<file path="config.mk">
export PLATFORM = sky130hd
export DESIGN_NAME = prio_encoder_pipe_flat
export DESIGN_NICKNAME = d
export VERILOG_FILES = /design/src/rtl/prio_encoder_pipe_pkg.sv /design/src/rtl/prio_encoder_pipe_if.sv /design/src/rtl/prio_encoder_pipe_search.sv /design/src/rtl/prio_encoder_pipe.sv /design/src/flat_wrapper.sv
export SDC_FILE = /design/constraint.sdc
export NUM_CORES = 1
export LEC_CHECK = 0
export BUFFER_PORTS_ARGS = -buffer_cell sky130_fd_sc_hd__buf_2
export CAP_MARGIN = 10
export CORE_AREA = 2 2 39 41
export CTS_CLUSTER_DIAMETER = 60
export DETAILED_ROUTE_END_ITERATION = 7
export DIE_AREA = 0 0 41 43
export PLACE_DENSITY = 0.45
export SYNTH_ARGS = -nofsm -noshare
export SYNTH_HDL_FRONTEND = slang
export SYNTH_SLANG_ARGS = --single-unit
</file>
<file path="constraint.sdc">
create_clock -name clk -period 1.7 [get_ports clk]
set_input_delay 0.085 -clock clk [delete_from_list [all_inputs] [get_ports clk]]
set_output_delay 0.085 -clock clk [all_outputs]
set_load 0.05 [all_outputs]
</file>
<file path="src/rtl/prio_encoder_pipe_pkg.sv">
`default_nettype none
// +--------------------------------------------------------------------+
// | enc_pkg : shared constants and helpers for prio_encoder_pipe        |
// | Rev 1.0                                                             |
// +--------------------------------------------------------------------+
package enc_pkg;

  localparam int MODE_FIXED  = 0;
  localparam int MODE_RR     = 1;
  localparam int MULTI_CNT_W = 16;

  function automatic int idx_width(input int n);
    return (n > 2) ? $clog2(n) : 1;
  endfunction

endpackage
`default_nettype wire

</file>
<file path="src/rtl/prio_encoder_pipe_if.sv">
`default_nettype none
// +--------------------------------------------------------------------+
// | prio_encoder_pipe_if : request/result handshake bundle              |
// | Optional multi_cnt field with ENC_MULTI_CNT_EN. Rev 1.0             |
// +--------------------------------------------------------------------+
interface prio_encoder_pipe_if
  import enc_pkg::*;
#(
  parameter  int N  = 4,
  localparam int IW = idx_width(N)
) ();

  logic [N-1:0]  req;
  logic          in_valid;
  logic          in_ready;
  logic [IW-1:0] idx;
  logic          zero;
  logic          multi;
  logic          out_valid;
  logic          out_ready;
`ifdef ENC_MULTI_CNT_EN
  logic [MULTI_CNT_W-1:0] multi_cnt;
`endif

  modport slave (
    input  req, in_valid, out_ready,
    output in_ready, idx, zero, multi, out_valid
`ifdef ENC_MULTI_CNT_EN
    , output multi_cnt
`endif
  );

  modport master (
    output req, in_valid, out_ready,
    input  in_ready, idx, zero, multi, out_valid
`ifdef ENC_MULTI_CNT_EN
    , input multi_cnt
`endif
  );

endinterface
`default_nettype wire

</file>
<file path="src/rtl/prio_encoder_pipe_search.sv">
`default_nettype none
// +--------------------------------------------------------------------+
// | prio_enc_search : combinational winner search, zero and multi flags |
// | Rev 1.0                                                             |
// +--------------------------------------------------------------------+
module prio_enc_search
  import enc_pkg::*;
#(
  parameter  int N         = 4,
  parameter  int MODE      = MODE_FIXED,
  parameter  int LSB_FIRST = 1,
  localparam int IW        = idx_width(N)
) (
  input  wire logic [N-1:0]  req_i,
  input  wire logic [IW-1:0] base_i,
  output logic      [IW-1:0] idx_o,
  output logic               zero_o,
  output logic               multi_o
);

  assign zero_o  = ~|req_i;
  // Clearing the lowest set bit leaves something only if two or more were set.
  assign multi_o = |(req_i & (req_i - N'(1)));

  if (MODE == MODE_RR) begin : g_rr
    logic          found;
    logic [IW:0]   pos;

    always_comb begin
      idx_o = '0;
      found = 1'b0;
      pos   = '0;
      for (int k = 0; k < N; k++) begin
        pos = {1'b0, base_i} + (IW+1)'(k);
        if (pos >= (IW+1)'(N)) pos = pos - (IW+1)'(N);
        if (!found && req_i[pos[IW-1:0]]) begin
          idx_o = pos[IW-1:0];
          found = 1'b1;
        end
      end
    end
  end else begin : g_fixed
    logic w_unused_base;
    assign w_unused_base = ^base_i;

    if (LSB_FIRST != 0) begin : g_lsb
      always_comb begin
        idx_o = '0;
        for (int i = N - 1; i >= 0; i--) begin
          if (req_i[i]) idx_o = IW'(i);
        end
      end
    end else begin : g_msb
      always_comb begin
        idx_o = '0;
        for (int i = 0; i < N; i++) begin
          if (req_i[i]) idx_o = IW'(i);
        end
      end
    end
  end

endmodule
`default_nettype wire

</file>
<file path="src/rtl/prio_encoder_pipe.sv">
`default_nettype none
// +--------------------------------------------------------------------+
// | prio_encoder_pipe : registered N-input priority / round-robin       |
// | encoder with valid/ready output stage. ENC_MULTI_CNT_EN adds a      |
// | saturating multi-hot counter. Rev 1.0                               |
// +--------------------------------------------------------------------+
module prio_encoder_pipe
  import enc_pkg::*;
#(
  parameter int N         = 4,
  parameter int MODE      = MODE_FIXED,
  parameter int LSB_FIRST = 1
) (
  input wire logic          clk,
  input wire logic          rst,
  prio_encoder_pipe_if.slave bus
);

  localparam int IW = idx_width(N);

  logic          out_valid_q, out_valid_d;
  logic [IW-1:0] idx_q, idx_d;
  logic          zero_q, zero_d;
  logic          multi_q, multi_d;

  logic [IW-1:0] w_ptr;
  logic [IW-1:0] w_win_idx;
  logic          w_win_zero;
  logic          w_win_multi;
  logic          w_in_ready;
  logic          w_accept;

  assign w_in_ready = !out_valid_q || bus.out_ready;
  assign w_accept   = bus.in_valid && w_in_ready;

  prio_enc_search #(
    .N         (N),
    .MODE      (MODE),
    .LSB_FIRST (LSB_FIRST)
  ) u_search (
    .req_i   (bus.req),
    .base_i  (w_ptr),
    .idx_o   (w_win_idx),
    .zero_o  (w_win_zero),
    .multi_o (w_win_multi)
  );

  always_comb begin
    out_valid_d = out_valid_q;
    idx_d       = idx_q;
    zero_d      = zero_q;
    multi_d     = multi_q;
    if (w_accept) begin
      out_valid_d = 1'b1;
      idx_d       = w_win_idx;
      zero_d      = w_win_zero;
      multi_d     = w_win_multi;
    end else if (bus.out_ready) begin
      out_valid_d = 1'b0;
    end
  end

  always_ff @(posedge clk) begin
    if (rst) begin
      out_valid_q <= 1'b0;
      idx_q       <= '0;
      zero_q      <= 1'b0;
      multi_q     <= 1'b0;
    end else begin
      out_valid_q <= out_valid_d;
      idx_q       <= idx_d;
      zero_q      <= zero_d;
      multi_q     <= multi_d;
    end
  end

  if (MODE == MODE_RR) begin : g_ptr_rr
    logic [IW-1:0] ptr_q, ptr_d;

    // Next search begins just past the winner; an empty request leaves it alone.
    always_comb begin
      ptr_d = ptr_q;
      if (w_accept && !w_win_zero) begin
        ptr_d = (w_win_idx == IW'(N - 1)) ? '0 : w_win_idx + IW'(1);
      end
    end

    always_ff @(posedge clk) begin
      if (rst) ptr_q <= '0;
      else     ptr_q <= ptr_d;
    end

    assign w_ptr = ptr_q;
  end else begin : g_ptr_fixed
    assign w_ptr = '0;
  end

`ifdef ENC_MULTI_CNT_EN
  logic [MULTI_CNT_W-1:0] multi_cnt_q, multi_cnt_d;

  always_comb begin
    multi_cnt_d = multi_cnt_q;
    if (w_accept && w_win_multi && (multi_cnt_q != '1)) begin
      multi_cnt_d = multi_cnt_q + MULTI_CNT_W'(1);
    end
  end

  always_ff @(posedge clk) begin
    if (rst) multi_cnt_q <= '0;
    else     multi_cnt_q <= multi_cnt_d;
  end

  assign bus.multi_cnt = multi_cnt_q;
`endif

  assign bus.in_ready  = w_in_ready;
  assign bus.out_valid = out_valid_q;
  assign bus.idx       = idx_q;
  assign bus.zero      = zero_q;
  assign bus.multi     = multi_q;

endmodule
`default_nettype wire
</file>
<file path="src/flat_wrapper.sv">
// flat-port wrapper written by rule: the top's interface ports become plain ports
module prio_encoder_pipe_flat import enc_pkg::*;
#(
  parameter int N         = 4,
  parameter int MODE      = MODE_FIXED,
  parameter int LSB_FIRST = 1
)
  (clk, rst, bus_req, bus_in_valid, bus_out_ready, bus_in_ready, bus_idx, bus_zero, bus_multi, bus_out_valid);
  prio_encoder_pipe_if #(.N(N)) bus_i ();
  input wire logic clk;
  input wire logic rst;
  input wire logic [$bits(bus_i.req)-1:0] bus_req;
  input wire logic [$bits(bus_i.in_valid)-1:0] bus_in_valid;
  input wire logic [$bits(bus_i.out_ready)-1:0] bus_out_ready;
  output wire logic [$bits(bus_i.in_ready)-1:0] bus_in_ready;
  output wire logic [$bits(bus_i.idx)-1:0] bus_idx;
  output wire logic [$bits(bus_i.zero)-1:0] bus_zero;
  output wire logic [$bits(bus_i.multi)-1:0] bus_multi;
  output wire logic [$bits(bus_i.out_valid)-1:0] bus_out_valid;
  assign bus_i.req = bus_req;
  assign bus_i.in_valid = bus_in_valid;
  assign bus_i.out_ready = bus_out_ready;
  assign bus_in_ready = bus_i.in_ready;
  assign bus_idx = bus_i.idx;
  assign bus_zero = bus_i.zero;
  assign bus_multi = bus_i.multi;
  assign bus_out_valid = bus_i.out_valid;
  prio_encoder_pipe #(.N(N), .MODE(MODE), .LSB_FIRST(LSB_FIRST)) u_core (.clk(clk), .rst(rst), .bus(bus_i));
endmodule
</file>
==> results_dict.tcl, run 1 <==
set metrics [dict create \
    rrSetupSlack_ns 0.74 \
    die_x_um 41 \
    synth_area_leaders "dfxtp_1 42%, o2111ai_1 11%, a21oi_1 11%, o21ai_0 8.5%, nor2b_4 5.8%" \
    vias_per_cell 4.217 \
    ys_ff_latch 5 \
    hp-start "rst" \
    wl_met3_um 23 \
    route.detailed.drc 0 \
    fin_crit_sh_pct 70.71 \
    grt_start_max_net_pins 7 \
    setup_violations 0 \
    drv_cap 0 \
    grt_pass1_vias 239 \
    cts_setup_buffers 0 \
    clock-root-buffer "clkbuf_4" \
    routabilityCongestion 0.6459 \
    wl_met1_um 233 \
    fin_area_um2 347.8 \
    finalHoldViolations 0 \
    syn-num-nets 35 \
    wire_per_inst_um 10.05 \
    dpl-instance-area_um2 321.6 \
    cts_tree "built" \
    num_rows 14 \
    ctsHoldBuffers 0 \
    grt_remaining_overflow 0 \
    first_pass_iters 4 \
    power_leakage_nw 0.1554 \
    maxSlewHeadroom_pct 83.39 \
    drive_gt1_share_pct 43.18 \
    hpwl_um 466.5 \
    power_per_cell_area_nw_per_um2 950.5 \
    cts_buffer_depth 2 \
    hold_depth 2 \
    antenna_found_initial 0 \
    final.min_clock_period_ns 1.202 \
    crit_path_start_kind "register" \
    ff_latch_area_um2 100.1 \
    synth_top_area_share_pct 42.33 \
    clk_pin_slew_ns 0.05 \
    ant_nets 0 \
    multi_input_area_um2 125.1 \
    vias 253 \
    timing.rr.start "u_core.bus.out_valid$_SDFFE_PP0P_" \
    crit_path_end_kind "output port" \
    fillCellCount 164 \
    insertion_delay_ns 0.25 \
    initial_core_util_pct 17.09 \
    track_usage_pct 9.027 \
    setup-tns-final_ns 0 \
    yosysUniqueCellTypes 11 \
    synth_top_cell_by_area "dfxtp_1" \
    crit_arrival_ns 1.12 \
    crit_type "reg2out" \
    first_iter_violations 3 \
    routed.top_layer "met3" \
    layout.nets 53 \
    crit_fanout 6 \
    diodes 0 \
    cts_resized 0 \
    worst_ep_required_time_ns 1.62 \
    grt_pass1_wl_um 972 \
    die_h_um 43 \
    rsz0062_at_grt "false" \
    whs_endpoint "u_core.bus.multi$_SDFFE_PP0P_" \
    synth.avg_cell_area_um2 8.758 \
    seq_area_frac_synth_pct 42.33 \
    outcome "finished, final reports clean" \
    htree_num_levels 1 \
    min_path_type "in2reg" \
    max_freq_mhz 831.9 \
    num_io_pins 14 \
    synthCells 27 \
    wl_met2_um 345 \
    core-area_um2 1384 \
    worst_clock_skew_ns 0.006097 \
    worst_pin_slew_ns 0.2508 \
    syn_area_um2 236.5 \
    fp.dieArea_um2 1763 \
    r2r_cells 4 \
    cts.sinks 5 \
    ys.warnings.count 0 \
    numCtsBuffers 3 \
    io_buffers 13 \
    wl_um 603 \
    area_delta_synth_final_pct 47.09 \
    rr_endpoint "u_core.bus.multi$_SDFFE_PP0P_" \
    irDropWorstVdd_v 0.0003779 \
    final_max_slew_viol_count 0 \
]
==> final cells by class <==
| cell class | instances | area share, % |
|---|---|---|
| Tap cell | 16 | 5.755 |
| Clock buffer | 4 | 7.554 |
| Inverter | 3 | 3.237 |
| Timing Repair Buffer | 13 | 18.71 |
| Multi-Input combinational cell | 19 | 35.97 |
| Sequential cell | 5 | 28.78 |
==> power by group <==
| group | switching (mW) | leakage, nW | internal [mW] | total [mW] |
|---|---|---|---|---|
| clock network | 0.0507 | 0.0150 | 0.0888 | 0.140 |
| registers | 0.00216 | 0.0410 | 0.123 | 0.126 |
| logic | 0.0450 | 0.0994 | 0.0205 | 0.0655 |
==> sequential cells by signal, summed over array words and instances, names as in the netlist <==
name                  flops
u_core.bus.multi          1
u_core.bus.out_valid      1
u_core.bus.zero           1
u_core.bus.idx            2
==> logic make-up (layout without fill, tap and decap cells) <==
logic type      count (synthesis)  after routing  share of synthesized area, %
buf+inv                         3             20                         4.762
flops                           5              5                         42.33
compound gates                 12             12                         30.16
simple gates                    6              6                         17.99
fa+ha+maj                       1              1                         4.762
==> worst max path at each step <==
stage	start	end	slack, ns
2_1_floorplan	u_core.bus.out_valid$_SDFFE_PP0P_	u_core.bus.idx[1]$_SDFFE_PP0P_	0.19
3_3_place_gp	u_core.bus.out_valid$_SDFFE_PP0P_	u_core.bus.multi$_SDFFE_PP0P_	0.74
3_5_place_dp	u_core.bus.out_valid$_SDFFE_PP0P_	u_core.bus.multi$_SDFFE_PP0P_	0.74
4_1_cts	u_core.bus.out_valid$_SDFFE_PP0P_	bus_in_ready	0.49
5_1_grt	u_core.bus.out_valid$_SDFFE_PP0P_	bus_in_ready	0.44
6_report	u_core.bus.out_valid$_SDFFE_PP0P_	bus_in_ready	0.50
==> layer usage <==
metal | vias to the layer above | track usage (%)
met4 | 0 | 6.000
met5 | - | 0
met1 | 116 | 8.974
met3 | 0 | 6.283
li1 | 133 | -
met2 | 4 | 12.81
==> cells in the mapped netlist <==
cell type,instances
nor2_1,2
inv_1,3
and2b_2,1
a21oi_1,5
maj3_2,1
nor2b_4,1
o2111ai_1,3
or3_1,1
dfxtp_1,5
nand4_1,1
o21ai_0,4
==> layout by cell type, fill, tap and decap left out <==
cell type | Yosys | layout
nand4_1 | 1 | 1
inv_1 | 3 | 3
o21ai_0 | 4 | 4
maj3_2 | 1 | 1
buf_2 | 0 | 13
dfxtp_1 | 5 | 5
o2111ai_1 | 3 | 3
nor2b_4 | 1 | 1
or3_1 | 1 | 1
nor2_1 | 2 | 2
clkbuf_1 | 0 | 1
clkbuf_4 | 0 | 3
a21oi_1 | 5 | 5
and2b_2 | 1 | 1
==> metrics by stage <==
stage	total power [mW]	hold WS [ns]	setup WS (ns)	util [%]	instances
4_1_cts	0.3387	0.05002	0.4851	25.14	60
6_report	0.3306	0.06192	0.4979	25.14	60
3_3_place_gp	0.1935	0.3214	0.7400	23.24	56
5_1_grt	0.3466	0.06079	0.4380	25.14	60
3_5_place_dp	0.1936	0.3164	0.7384	23.24	56
2_1_floorplan	0.1688	0.1541	0.1950	-	27
==> worst max-delay path, stage by stage (launching register included) <==
cell and delay [ns]:
dfxtp_1 0.30, nor2b_4 0.13, inv_1 0.14, buf_2 0.29
Note: power is estimated with default switching activity, not from simulation.
==> inputs of run 2 (changes only) <==
Settings changed: PLACE_DENSITY 0.45 to 0.47.
Clock period 1.7 ns to 1 ns, I/O delays scaled along.
==> run 2 against run 1 <==
Against the previous run: the run now ends with negative setup slack left; global-route usage up 0.33 points; largest power group unchanged; largest cell class unchanged; cell area grew 12%; routed wire length up 9.0%; highest routed layer unchanged; combinational power increased by 95%; clock power increased by 70%; sequential share of layout area is 2.2 points lower.
==> results_dict.tcl, run 2 (synthesis gave the netlist of run 1 again) <==
set metrics [dict create \
    outcome "finished with violations" \
    violations "negative setup slack" \
    power_leakage_nw 0.1740 \
    setup-tns-final_ns -0.2317 \
    hpwl_um 455.4 \
    finalHoldViolations 0 \
    first_pass_iters 2 \
    fp.dieArea_um2 1763 \
    core-area_um2 1384 \
    first_iter_violations 10 \
    layout.nets 56 \
    p_switching_mw 0.1730 \
    area_delta_synth_final_pct 65.08 \
    total_power_mw 0.5787 \
    hp-start "rst" \
    vias_per_cell 4.333 \
    internal_power_mw 0.4057 \
    p_seq_share_pct 36.7 \
    worst_ep_required_time_ns 0.95 \
    slowest_stage "dfxtp_4" \
    antenna_found_initial 0 \
    crit_path_end_kind "output port" \
    timing.rr.start "u_core.bus.out_valid$_SDFFE_PP0P_" \
    fin_ws_ns -0.06323 \
    diodes 0 \
    irDropWorstVdd_v 0.0005363 \
    crit_type "reg2out" \
    power_per_cell_area_nw_per_um2 1482 \
    grt_pass1_wl_mm 1.035 \
    fin_hold_ws_ns 0.02541 \
    htree_num_levels 1 \
    rsz0062_at_grt "true" \
    grt_remaining_overflow 0 \
    num_rows 14 \
    worst_pin_slew_ns 0.2505 \
    insertion_delay_ns 0.24 \
    initial_core_util_pct 17.09 \
    swShare_pct 29.89 \
    max_freq_mhz 940.5 \
    pwr-share-comb_pct 22.1 \
    maxSlewHeadroom_pct 83.41 \
    worst_clock_skew_ns 0.001396 \
    cts.sinks 5 \
    wire_per_inst_um 10.43 \
    crit_arrival_ns 1.01 \
    vias 273 \
    num_io_pins 14 \
    crit_fanout 2 \
    cts_tree "built" \
    ant_nets 0 \
    path_cells "nor2b_4 > clkinvlp_4 > buf_6" \
    drv_cap 0 \
    largest_reg_flops 2 \
    routabilityCongestion 0.7576 \
    cpPeakStageDelay_ns 0.33 \
    numCtsBuffers 3 \
    setup_violations 5 \
    cts_buffer_depth 2 \
    die_h_um 43 \
    route.detailed.drc 0 \
    layout_commonest_cell "buf_2" \
    final_max_slew_viol_count 0 \
    clk_pin_slew_ns 0.05 \
    final.min_clock_period_ns 1.063 \
    grt_start_max_net_pins 6 \
    die_x_um 41 \
    clockPowerShare_pct 41.2 \
    mostFrequentLayoutCells "12 x buf_2, 5 x a21oi_1, 4 x dfxtp_1" \
    cp-startpoint "u_core.bus.out_valid$_SDFFE_PP0P_" \
    track_usage_pct 9.356 \
    drive_gt1_share_pct 53.19 \
    clock-root-buffer "clkbuf_4" \
    crit_path_start_kind "register" \
    io_buffers 13 \
    dp_slack_ns 0.05100 \
    min_path_type "in2reg" \
    fin_crit_sh_pct 106.3 \
    wl_um 657 \
    grt_pass1_vias 252 \
]
[run 2: cell count changes in the layout (fill, tap and decap cells not counted), sizes merged]
cell      change
inv           -1
buf           +3
clkinvlp      +1
[run 2: through the flow]
step,cell area (um^2),cells,util (%)
after detailed placement,336.6,57,24.32
after floorplan,244.0,27,-
final,390.4,63,28.21
after global placement,336.6,57,24.32
after CTS,376.6,62,27.22
after global routing,390.4,63,28.21
[run 2: final timing paths]
check | endpoint | slack [ns] | cells after the start
setup / recovery | bus_in_ready | -0.06 | 3
hold / removal | u_core.bus.out_valid$_SDFFE_PP0P_ | 0.03 | 2
setup reg to reg | u_core.bus.idx[1]$_SDFFE_PP0P_ | -0.06 | 5
hold reg to reg | u_core.bus.multi$_SDFFE_PP0P_ | 0.47 | 2
[run 2: critical path: cells and delay by family (launching register included)]
kind,cells,cell delay (ns)
simple gates,1,0.16
buf+inv,2,0.27
flops,1,0.33
[run 2: cell type report]
cell class / count / area (um^2)
Clock buffer: 4 / 26.28
Fill cell: 159 / 993.5
Inverter: 3 / 15.01
Multi-Input combinational cell: 19 / 131.4
Sequential cell: 5 / 103.9
Tap cell: 16 / 20.02
Timing Repair Buffer: 16 / 93.84
[run 2: power by group through the flow]
stage	Combinational, mW	Clock [mW]	Sequential, mW
final	0.128	0.238	0.212
after global routing	0.137	0.270	0.213
after CTS	0.122	0.250	0.213
after detailed placement	0.116	0	0.216
after global placement	0.115	0	0.216
after floorplan	0.0377	0	0.250
[run 2: repair_timing]
action | CTS | global route
setup endpoints to repair | 1 | 6
hold buffers | 0 | 0
pin swaps | 0 | 2
buffers inserted | 1 | 1
hold endpoints to repair | 0 | 0
gates resized for setup | 2 | 2
[run 2: metal layers]
layer  routed length (um)  share of wire, %  global-route usage (%)
met1                  299                46                   11.00
met2                  301                46                   11.88
met3                   56               8.5                   9.424
met4                    0                 0                   2.000
met5                    0                 0                       0
==> inputs of run 3 (changes only) <==
Settings changed: BUFFER_PORTS_ARGS -buffer_cell sky130_fd_sc_hd__buf_2 to default, DONT_BUFFER_PORTS from default to 1, PLACE_DENSITY 0.47 to 0.37.
==> run 3 against run 2 <==
Against the previous run: largest power group unchanged; clock power about the same; the flow still finishes with violations (negative setup slack); cell count down 9.5%; global-route usage decreased by 0.51 points; critical path depth stayed put; routed wire length down 1.5%; register-to-register slack is essentially flat; non-clock buffer count fell by 6.
==> results_dict.tcl, run 3 (synthesis gave the netlist of run 1 again) <==
set metrics [dict create \
    outcome "finished with violations" \
    violations "negative setup slack" \
    fin_crit_sh_pct 106.2 \
    vias_per_cell 4.772 \
    hold_depth 2 \
    crit_path_start_kind "register" \
    diodes 0 \
    clk_pin_slew_ns 0.05 \
    die_x_um 41 \
    r2r_cells 5 \
    initial_core_util_pct 17.09 \
    worst_pin_slew_ns 0.2157 \
    largest_reg_flops 2 \
    drv_cap 0 \
    drive_gt1_share_pct 41.46 \
    final_util_pct 27.31 \
    cpLargestDelayFamily "flip-flops" \
    crit_fanout 2 \
    core-area_um2 1384 \
    power_per_cell_area_nw_per_um2 1499 \
    grt_pass1_vias 258 \
    crit_arrival_ns 1.01 \
    setup_violations 5 \
    route.detailed.drc 0 \
    slowest_stage "dfxtp_4" \
    numCtsBuffers 3 \
    rsz0062_at_grt "true" \
    dpl-instance-area_um2 309.0 \
    final.min_clock_period_ns 1.062 \
    cts_buffer_depth 2 \
    cts.sinks 5 \
    final_max_slew_viol_count 0 \
    grt_remaining_overflow 0 \
    cpPeakStageDelay_ns 0.33 \
    worst_ep_required_time_ns 0.95 \
    htree_num_levels 1 \
    layout.nets 50 \
    power_leakage_nw 0.1487 \
    wire_per_inst_um 11.35 \
    mostFrequentLayoutCells "7 x buf_4, 4 x o21ai_0, 4 x a21oi_1, 4 x dfxtp_1" \
    cp-startpoint "u_core.bus.out_valid$_SDFFE_PP0P_" \
    io_buffers 0 \
    worst_clock_skew_ns 0.007042 \
    area_delta_synth_final_pct 59.79 \
    finalHoldViolations 0 \
    ant_nets 0 \
    fp.dieArea_um2 1763 \
    grt_pass1_wl_mm 1.035 \
    wl_um 647 \
    crit_path_end_kind "output port" \
    fin_area_um2 377.9 \
    first_pass_iters 4 \
    path_buf_inv 2 \
    routabilityCongestion 0.7415 \
    num_rows 14 \
    grt_start_max_net_pins 6 \
    track_usage_pct 8.844 \
    insertion_delay_ns 0.25 \
    cts_tree "built" \
    crit_end "bus_in_ready" \
    path_cells "nor2b_4 > clkinvlp_4 > buf_6" \
    first_iter_violations 7 \
    cp.depth 3 \
    max_freq_mhz 941.4 \
    min_path_type "in2reg" \
    num_io_pins 14 \
    maxSlewHeadroom_pct 85.57 \
    rrSetupSlack_ns -0.05 \
    vias 272 \
    clock-root-buffer "clkbuf_4" \
    timing.rr.start "u_core.bus.out_valid$_SDFFE_PP0P_" \
    irDropWorstVdd_v 0.0009183 \
    crit_type "reg2out" \
    rr_endpoint "u_core.bus.idx[0]$_SDFFE_PP0P_" \
    die_h_um 43 \
    layout_commonest_cell "buf_4" \
    antenna_found_initial 0 \
    fin_ws_ns -0.06222 \
]
==> run 3: cell type report <==
type                            count  area [um^2]
Tap cell                           16        20.02
Inverter                            3        15.01
Timing Repair Buffer               10        83.83
Fill cell                         154         1006
Sequential cell                     5        103.9
Clock buffer                        4        26.28
Multi-Input combinational cell     19        128.9
==> run 3: per-layer routing <==
layer / share of wire [%] / GRT usage, %
met3: 7.0 / 6.806
met5: 0 / 0
met4: 0 / 2.000
met2: 52 / 13.44
met1: 41 / 9.355
==> run 3: power by group <==
| part | total [mW] | leakage, nW | switching [mW] | internal (mW) |
|---|---|---|---|---|
| combinational | 0.113 | 0.0922 | 0.0690 | 0.0440 |
| sequential | 0.213 | 0.0416 | 0.00436 | 0.209 |
| clock | 0.240 | 0.0150 | 0.0891 | 0.151 |
| total | 0.566 | 0.149 | 0.162 | 0.404 |
==> run 3: repair_timing <==
| item | 4_1_cts | 5_1_grt |
|---|---|---|
| resized for setup | 1 | 1 |
| setup endpoints to repair | 4 | 6 |
| pin swaps | 1 | 1 |
| hold endpoints to repair | 5 | 0 |
| buffers inserted | 2 | 0 |
| hold buffers | 2 | 0 |
==> run 3: through the flow <==
stage          power, mW  hold slack, ns  std cells  worst slack, ns  TNS, ns
2_1_floorplan     0.2879          0.1094         27          -0.2822   -1.315
6_report          0.5664        0.007538         57         -0.06222  -0.2336
3_3_place_gp      0.3109          0.1173         49          0.01252        0
4_1_cts           0.5768        0.005385         57         -0.07575  -0.2528
5_1_grt           0.6045         0.01033         57          -0.1135  -0.5216
3_5_place_dp      0.3115          0.1151         49         0.001059        0
==> run 3: how the worst min path moves through the flow <==
stage,slack [ns],to,start
2_1_floorplan,0.11,u_core.bus.out_valid$_SDFFE_PP0P_,rst
3_3_place_gp,0.12,u_core.bus.out_valid$_SDFFE_PP0P_,rst
3_5_place_dp,0.12,u_core.bus.out_valid$_SDFFE_PP0P_,rst
4_1_cts,0.005,u_core.bus.out_valid$_SDFFE_PP0P_,bus_in_valid
5_1_grt,0.01,u_core.bus.out_valid$_SDFFE_PP0P_,bus_in_valid
6_report,0.008,u_core.bus.out_valid$_SDFFE_PP0P_,bus_in_valid
